===== src/rtl/coproc_scheduler_pkg.sv =====
// Shared definitions for the coprocessor scheduler: unit FSM encoding and
// default opcodes and clock-gate delay, also used by the decoder.
package coproc_scheduler_pkg;

  typedef enum logic [2:0] {
    StIdle = 3'd0,
    StWake = 3'd1,
    StReq  = 3'd2,
    StWait = 3'd3,
    StDone = 3'd4
  } unit_state_e;

  localparam logic [3:0]  FPU_OP_DEF   = 4'b0110;
  localparam logic [3:0]  CRY_OP_DEF   = 4'b0111;
  localparam int unsigned GATE_DLY_DEF = 8;

endpackage


===== src/rtl/coproc_unit_ctrl.sv =====
// Per-unit controller: request/response FSM, operand and result latches,
// and the idle counter that drives the registered clock enable.
module coproc_unit_ctrl
  import coproc_scheduler_pkg::*;
#(
  parameter int unsigned GATE_DLY = GATE_DLY_DEF
) (
  input  logic        i_clk,
  input  logic        i_rst,
  input  logic        i_accept,
  input  logic [2:0]  i_func,
  input  logic [3:0]  i_rd,
  input  logic [31:0] i_a,
  input  logic [31:0] i_b,
  input  logic        i_req_ready,
  input  logic        i_rsp_valid,
  input  logic [31:0] i_rsp_data,
  input  logic        i_grant,
  output logic        o_idle,
  output logic        o_done,
  output logic        o_req_valid,
  output logic [2:0]  o_func,
  output logic [31:0] o_a,
  output logic [31:0] o_b,
  output logic [3:0]  o_rd,
  output logic [31:0] o_data,
  output logic        o_clk_en
);

  localparam int unsigned  CntW    = $clog2(GATE_DLY + 1);
  localparam logic [CntW-1:0] GateMax = CntW'(GATE_DLY);

  unit_state_e     r_state, w_state_d;
  logic [CntW-1:0] r_cnt, w_cnt_d;
  logic            r_clk_en, w_clk_en_d;
  logic [2:0]      r_func;
  logic [3:0]      r_rd;
  logic [31:0]     r_a, r_b, r_data;

  always_comb begin
    w_state_d = r_state;
    unique case (r_state)
      StIdle:  if (i_accept) w_state_d = r_clk_en ? StReq : StWake;
      StWake:  w_state_d = StReq;
      StReq:   if (i_req_ready) w_state_d = StWait;
      // Response in the handshake cycle is ignored: only WAIT samples it.
      StWait:  if (i_rsp_valid) w_state_d = StDone;
      StDone:  if (i_grant) w_state_d = StIdle;
      default: w_state_d = StIdle;
    endcase
  end

  always_comb begin
    w_cnt_d = r_cnt;
    if (i_accept) begin
      w_cnt_d = '0;
    end else if (r_state == StIdle && r_cnt != GateMax) begin
      w_cnt_d = r_cnt + 1'b1;
    end
    w_clk_en_d = (w_state_d != StIdle) || (r_clk_en && w_cnt_d != GateMax);
  end

  always_ff @(posedge i_clk or posedge i_rst) begin
    if (i_rst) begin
      r_state  <= StIdle;
      r_cnt    <= '0;
      r_clk_en <= 1'b0;
      r_func   <= '0;
      r_rd     <= '0;
      r_a      <= '0;
      r_b      <= '0;
      r_data   <= '0;
    end else begin
      r_state  <= w_state_d;
      r_cnt    <= w_cnt_d;
      r_clk_en <= w_clk_en_d;
      if (i_accept) begin
        r_func <= i_func;
        r_rd   <= i_rd;
        r_a    <= i_a;
        r_b    <= i_b;
      end
      if (r_state == StWait && i_rsp_valid) r_data <= i_rsp_data;
    end
  end

  assign o_idle      = (r_state == StIdle);
  assign o_done      = (r_state == StDone);
  assign o_req_valid = (r_state == StReq);
  assign o_func      = r_func;
  assign o_a         = r_a;
  assign o_b         = r_b;
  assign o_rd        = r_rd;
  assign o_data      = r_data;
  assign o_clk_en    = r_clk_en;

endmodule


===== src/rtl/coproc_scheduler.sv =====
// Dispatches decoded FPU/crypto ops to two unit controllers, stalls decode on
// busy or rd conflicts, and round-robin arbitrates the single writeback port.
module coproc_scheduler
  import coproc_scheduler_pkg::*;
#(
  parameter logic [3:0]  FPU_OP   = FPU_OP_DEF,
  parameter logic [3:0]  CRY_OP   = CRY_OP_DEF,
  parameter int unsigned GATE_DLY = GATE_DLY_DEF
) (
  input  logic        clk,
  input  logic        rst,
  input  logic        issue_valid,
  input  logic [3:0]  issue_op,
  input  logic [2:0]  issue_func,
  input  logic [3:0]  issue_rd,
  input  logic [31:0] issue_a,
  input  logic [31:0] issue_b,
  output logic        stall,
  output logic        fpu_req_valid,
  input  logic        fpu_req_ready,
  output logic [2:0]  fpu_func,
  output logic [31:0] fpu_a,
  output logic [31:0] fpu_b,
  input  logic        fpu_rsp_valid,
  input  logic [31:0] fpu_rsp_data,
  output logic        fpu_clk_en,
  output logic        cry_req_valid,
  input  logic        cry_req_ready,
  output logic [2:0]  cry_func,
  output logic [31:0] cry_a,
  output logic [31:0] cry_b,
  input  logic        cry_rsp_valid,
  input  logic [31:0] cry_rsp_data,
  output logic        cry_clk_en,
  output logic        wb_valid,
  output logic [3:0]  wb_rd,
  output logic [31:0] wb_data
);

  logic        w_fpu_idle, w_fpu_done, w_cry_idle, w_cry_done;
  logic [3:0]  w_fpu_rd, w_cry_rd;
  logic [31:0] w_fpu_data, w_cry_data;
  logic        w_fpu_hit, w_cry_hit, w_fpu_ok, w_cry_ok;
  logic        w_fpu_acc, w_cry_acc, w_gnt_fpu, w_gnt_cry;
  logic        r_last_cry;

  // A unit is free only if idle and the other busy unit does not own issue_rd.
  always_comb begin
    w_fpu_hit = issue_valid && (issue_op == FPU_OP);
    w_cry_hit = issue_valid && (issue_op == CRY_OP);
    w_fpu_ok  = w_fpu_hit && w_fpu_idle && (w_cry_idle || issue_rd != w_cry_rd);
    w_cry_ok  = w_cry_hit && w_cry_idle && (w_fpu_idle || issue_rd != w_fpu_rd);
    w_fpu_acc = w_fpu_ok && !rst;
    w_cry_acc = w_cry_ok && !rst;
    stall     = !rst && ((w_fpu_hit && !w_fpu_ok) || (w_cry_hit && !w_cry_ok));
  end

  always_comb begin
    w_gnt_fpu = w_fpu_done && (!w_cry_done || r_last_cry);
    w_gnt_cry = w_cry_done && !w_gnt_fpu;
    wb_valid  = w_gnt_fpu || w_gnt_cry;
    wb_rd     = '0;
    wb_data   = '0;
    if (w_gnt_fpu) begin
      wb_rd   = w_fpu_rd;
      wb_data = w_fpu_data;
    end else if (w_gnt_cry) begin
      wb_rd   = w_cry_rd;
      wb_data = w_cry_data;
    end
  end

  // Priority only rotates on contention; a lone grant leaves it untouched.
  always_ff @(posedge clk or posedge rst) begin
    if (rst) begin
      r_last_cry <= 1'b1;
    end else if (w_fpu_done && w_cry_done) begin
      r_last_cry <= w_gnt_cry;
    end
  end

  coproc_unit_ctrl #(
    .GATE_DLY (GATE_DLY)
  ) u_fpu (
    .i_clk       (clk),
    .i_rst       (rst),
    .i_accept    (w_fpu_acc),
    .i_func      (issue_func),
    .i_rd        (issue_rd),
    .i_a         (issue_a),
    .i_b         (issue_b),
    .i_req_ready (fpu_req_ready),
    .i_rsp_valid (fpu_rsp_valid),
    .i_rsp_data  (fpu_rsp_data),
    .i_grant     (w_gnt_fpu),
    .o_idle      (w_fpu_idle),
    .o_done      (w_fpu_done),
    .o_req_valid (fpu_req_valid),
    .o_func      (fpu_func),
    .o_a         (fpu_a),
    .o_b         (fpu_b),
    .o_rd        (w_fpu_rd),
    .o_data      (w_fpu_data),
    .o_clk_en    (fpu_clk_en)
  );

  coproc_unit_ctrl #(
    .GATE_DLY (GATE_DLY)
  ) u_cry (
    .i_clk       (clk),
    .i_rst       (rst),
    .i_accept    (w_cry_acc),
    .i_func      (issue_func),
    .i_rd        (issue_rd),
    .i_a         (issue_a),
    .i_b         (issue_b),
    .i_req_ready (cry_req_ready),
    .i_rsp_valid (cry_rsp_valid),
    .i_rsp_data  (cry_rsp_data),
    .i_grant     (w_gnt_cry),
    .o_idle      (w_cry_idle),
    .o_done      (w_cry_done),
    .o_req_valid (cry_req_valid),
    .o_func      (cry_func),
    .o_a         (cry_a),
    .o_b         (cry_b),
    .o_rd        (w_cry_rd),
    .o_data      (w_cry_data),
    .o_clk_en    (cry_clk_en)
  );

endmodule


===== config.mk =====
export PLATFORM = sky130hd
export DESIGN_NAME = coproc_scheduler
export DESIGN_NICKNAME = d
export VERILOG_FILES = /design/src/rtl/coproc_scheduler_pkg.sv /design/src/rtl/coproc_unit_ctrl.sv /design/src/rtl/coproc_scheduler.sv
export SDC_FILE = /design/constraint.sdc
export NUM_CORES = 1
export LEC_CHECK = 0
export CAP_MARGIN = 20
export CORE_ASPECT_RATIO = 0.5
export CORE_MARGIN = 2
export CORE_UTILIZATION = 45
export CTS_BUF_LIST = sky130_fd_sc_hd__clkbuf_16
export DETAILED_ROUTE_END_ITERATION = 16
export GPL_ROUTABILITY_DRIVEN = 0
export PLACE_DENSITY = 0.79
export SYNTH_ARGS = -nofsm -noshare
export SYNTH_HDL_FRONTEND = slang
export SYNTH_SLANG_ARGS = --single-unit

===== constraint.sdc =====
create_clock -name clk -period 16.4 [get_ports clk]
set_clock_uncertainty 0.05 [all_clocks]
set_input_delay 3.28 -clock clk [delete_from_list [all_inputs] [get_ports clk]]
set_output_delay 3.28 -clock clk [all_outputs]
set_load 0.03 [all_outputs]

==> results.sh <==
export IMPL_status="completed"
export IMPL_critPathCaptureType="output pin"
export IMPL_grt_max_degree=151
export IMPL_ys_ff_latch=223
export IMPL_cts_hold_buf=0
export IMPL_io_pins=322
export IMPL_synthSimpleGateAreaFrac=0.166
export IMPL_fillers=1564
export IMPL_multi_input_area_um2=3680
export IMPL_maxSlewViolCount=0
export IMPL_drt_first_iter_violations=373
export IMPL_avgSynthCellArea_um2=11.4
export IMPL_reg2reg_from="u_cry.r_state[0]"
export IMPL_area_delta_synth_final_pct=43.2
export IMPL_final_seq_area_um2=5580
export IMPL_fin_crit_sh=0.535
export IMPL_clk_insertion_delay_late_ns=0.51
export IMPL_gr_usage_all_layers=0.226
export IMPL_clock_sinks=223
export IMPL_reg2regPathDepth=6
export IMPL_ir_worst_vdd_mv=0.0833
export IMPL_worstSetupPathType="primary input to output pin"
export IMPL_clock_power_share=0.231
export IMPL_synth_xor_area_frac=0.0138
export IMPL_finalPower_mw=2.13
export IMPL_grt_pass1_wl_um=40500
export IMPL_r2r_end="u_fpu.o_b[26]"
export IMPL_p_switching_uw=735
export IMPL_synthMuxAreaShare=0.182
export IMPL_clock_fmax_ghz=0.114
export IMPL_power_leakage_nw=6.40
export IMPL_root_buffer="clkbuf_16"
export IMPL_antenna_found_initial=0
export IMPL_num_rows=37
export IMPL_postCtsSetupBuffers=0
export IMPL_worst_r2r_setup_slack_ns=13.19
export IMPL_cts_buffers=22
export IMPL_worstPathArrival_ns=5.45
export IMPL_gr_total_overflow=0
export IMPL_worstPathMaxFanout=4
export IMPL_hold_slack_ns=0.420
export IMPL_clk_path_buf_depth=3
export IMPL_min_period_ns=8.78
export IMPL_ant_nets=0
export IMPL_power_frac_comb=0.369
export IMPL_die_y_um=107
export IMPL_hold_path_end="u_cry.o_b[13]"
export IMPL_hold_viol=0
export IMPL_finalSetupViolCount=0
export IMPL_grt_pass1_vias=7585
export IMPL_stdcell_count=1437
export IMPL_dp_cells=1397
export IMPL_synth_adder_area_share=0.00525
export IMPL_p_sw_frac=0.345
export IMPL_crit_required_ns=13.07
export IMPL_max_slew_margin=0.353
export IMPL_synth_compound_area_share=0.0175
export IMPL_die_area_um2=22400
export IMPL_core_area_um2=20600
export IMPL_cts_resized=0
export IMPL_cap_viol_max_count=0
export IMPL_setup_tns_ns=0
export IMPL_die_w_um=210
export IMPL_seq_power_share=0.400
export IMPL_ys_warnings_count=0
export IMPL_cts_tree="yes"
export IMPL_power_density_nw_per_um2=156
export IMPL_layout_drive_gt1_share=0.162
export IMPL_routed_wirelength_um=25500
export IMPL_hpwl_um=17700
export IMPL_synth_cells=839
export IMPL_p_int_mw=1.40
export IMPL_wl_per_cell_um=17.8
export IMPL_start_util=0.462
export IMPL_ys_seq_area_frac=0.586
export IMPL_worstHoldStart="u_cry.o_b[13]"
export IMPL_cp_start_kind="primary input"
export IMPL_htreeDepth=1
export IMPL_drc=0
export IMPL_port_buffers=321
export IMPL_rsz0062_at_grt="false"
export IMPL_worstMarginPinSlew_ns=0.969
export IMPL_antenna_cells=0
export IMPL_synthesis_nets=989
export IMPL_first_pass_iters=4
export IMPL_synth_area_um2=9530
export IMPL_min_path_type="flip-flop to flip-flop"
export IMPL_fin_util=0.661
export IMPL_ys_types=45
export IMPL_clk_pin_slew_ns=0.06
export IMPL_hold_path_depth=2
export IMPL_synth_top_family_by_area="multiplexers"
export IMPL_nNetsFinal=1300
export IMPL_vias_per_cell=5.00
export IMPL_via_count=7183
==> cell usage in the layout, fill, tap and decap left out, types with 5 or more instances in the layout <==
cell type	count
clkbuf_16	23
mux2_2	89
clkinv_1	5
nand3_1	42
a21oi_1	5
xnor2_1	6
clkdlybuf4s50_1	321
xor2_1	9
inv_1	14
dfrtp_1	222
nor2_1	13
nand2_1	299
buf_4	7
mux2_4	46
==> cell type report <==
class | instances | area share
clock buffer | 23 | 0.0422
sequential | 223 | 0.409
clock inverter | 15 | 0.00834
tap | 273 | 0.0250
timing repair buffer | 330 | 0.243
inverter | 11 | 0.00357
multi-input combinational | 562 | 0.269
==> worst max-delay path by stage <==
stage               depth (start not counted)            to         from
floorplan                                   1  u_cry.o_a[0]          rst
global placement                            8         stall  issue_rd[0]
detailed placement                          8         stall  issue_rd[0]
CTS                                         8         stall  issue_rd[0]
global route                                8         stall  issue_rd[0]
finish                                      8         stall  issue_rd[0]
==> kinds of logic after synthesis <==
group,after synthesis
AND/OR/NAND/NOR,380
buffers and inverters,54
flip-flops,223
adder cells (fa/ha/maj),4
multiplexers,139
XOR/XNOR,15
AO/OA/AOI/OAI,24
==> registers in the layout, summed over array words and instances, names as in the netlist <==
signal / count
u_fpu.o_a: 32
u_fpu.o_clk_en: 1
u_cry.o_data: 32
u_fpu.o_rd: 4
u_cry.r_cnt: 4
u_fpu.r_cnt: 4
u_cry.o_b: 32
u_fpu.o_data: 32
u_fpu.r_state: 3
u_fpu.o_b: 32
r_last_cry: 1
u_fpu.o_func: 3
u_cry.o_rd: 4
u_cry.o_a: 32
u_cry.o_clk_en: 1
u_cry.r_state: 3
u_cry.o_func: 3
==> stage by stage <==
step / setup slack (ns) / area (um2)
after floorplan: 6.97 / 9530
after global placement: 7.73 / 12900
after detailed placement: 7.70 / 12900
after CTS: 7.70 / 13600
after global routing: 7.55 / 13700
final: 7.62 / 13700
==> synthesized netlist by cell type (all sizes together) <==
master  number  area [um2]
o21a         1        7.51
a21oi        8        51.3
and3         1        11.3
a21o         1        7.51
nor4bb       1        10.0
mux2i        4        40.0
xnor2        6        52.6
inv         11        41.3
a311oi       2        17.5
xor2         9        78.8
nor2b        3        18.8
dfstp        1        26.3
nor3         5        36.3
nor2        13        48.8
nand3       43         215
nand2      300        1130
ha           4        50.1
mux2       135        1690
or3          3        18.8
o211ai       1        7.51
o21ba        1        10.0
o22ai        1        6.26
buf         23         173
o21ai        6        33.8
dfrtp      222        5560
nand4        1        6.26
nor4         4        46.3
nand2b       2        12.5
a22o         1        8.76
or4b         1        10.0
a31o         1        8.76
and2         3        18.8
clkbuf      20        75.1
a21boi       1        7.51
==> layer usage <==
| layer | track usage | routed length [um] |
|---|---|---|
| met5 | 0 | 0 |
| met4 | 0.0694 | 814 |
| met3 | 0.0630 | 1540 |
| met2 | 0.395 | 12800 |
| met1 | 0.276 | 10400 |
==> power groups by stage <==
stage                     registers, mW  clock network, mW  logic, mW
after floorplan                   0.995                  0      0.327
after global placement            0.847                  0      0.766
after detailed placement          0.860                  0      0.789
after CTS                         0.852              0.507      0.792
after global routing              0.876              0.528      0.837
final                             0.852              0.493      0.785
==> critical path, cell delays in order <==
cell and delay [ns]:
clkdlybuf4s50_1 0.51, xor2_1 0.23, nor4_4 0.31, nand2_1 0.10, nand3_1 0.09, nand2_1 0.06
a21oi_1 0.16, clkdlybuf4s50_1 0.70
(Power assumes the default switching activity.)
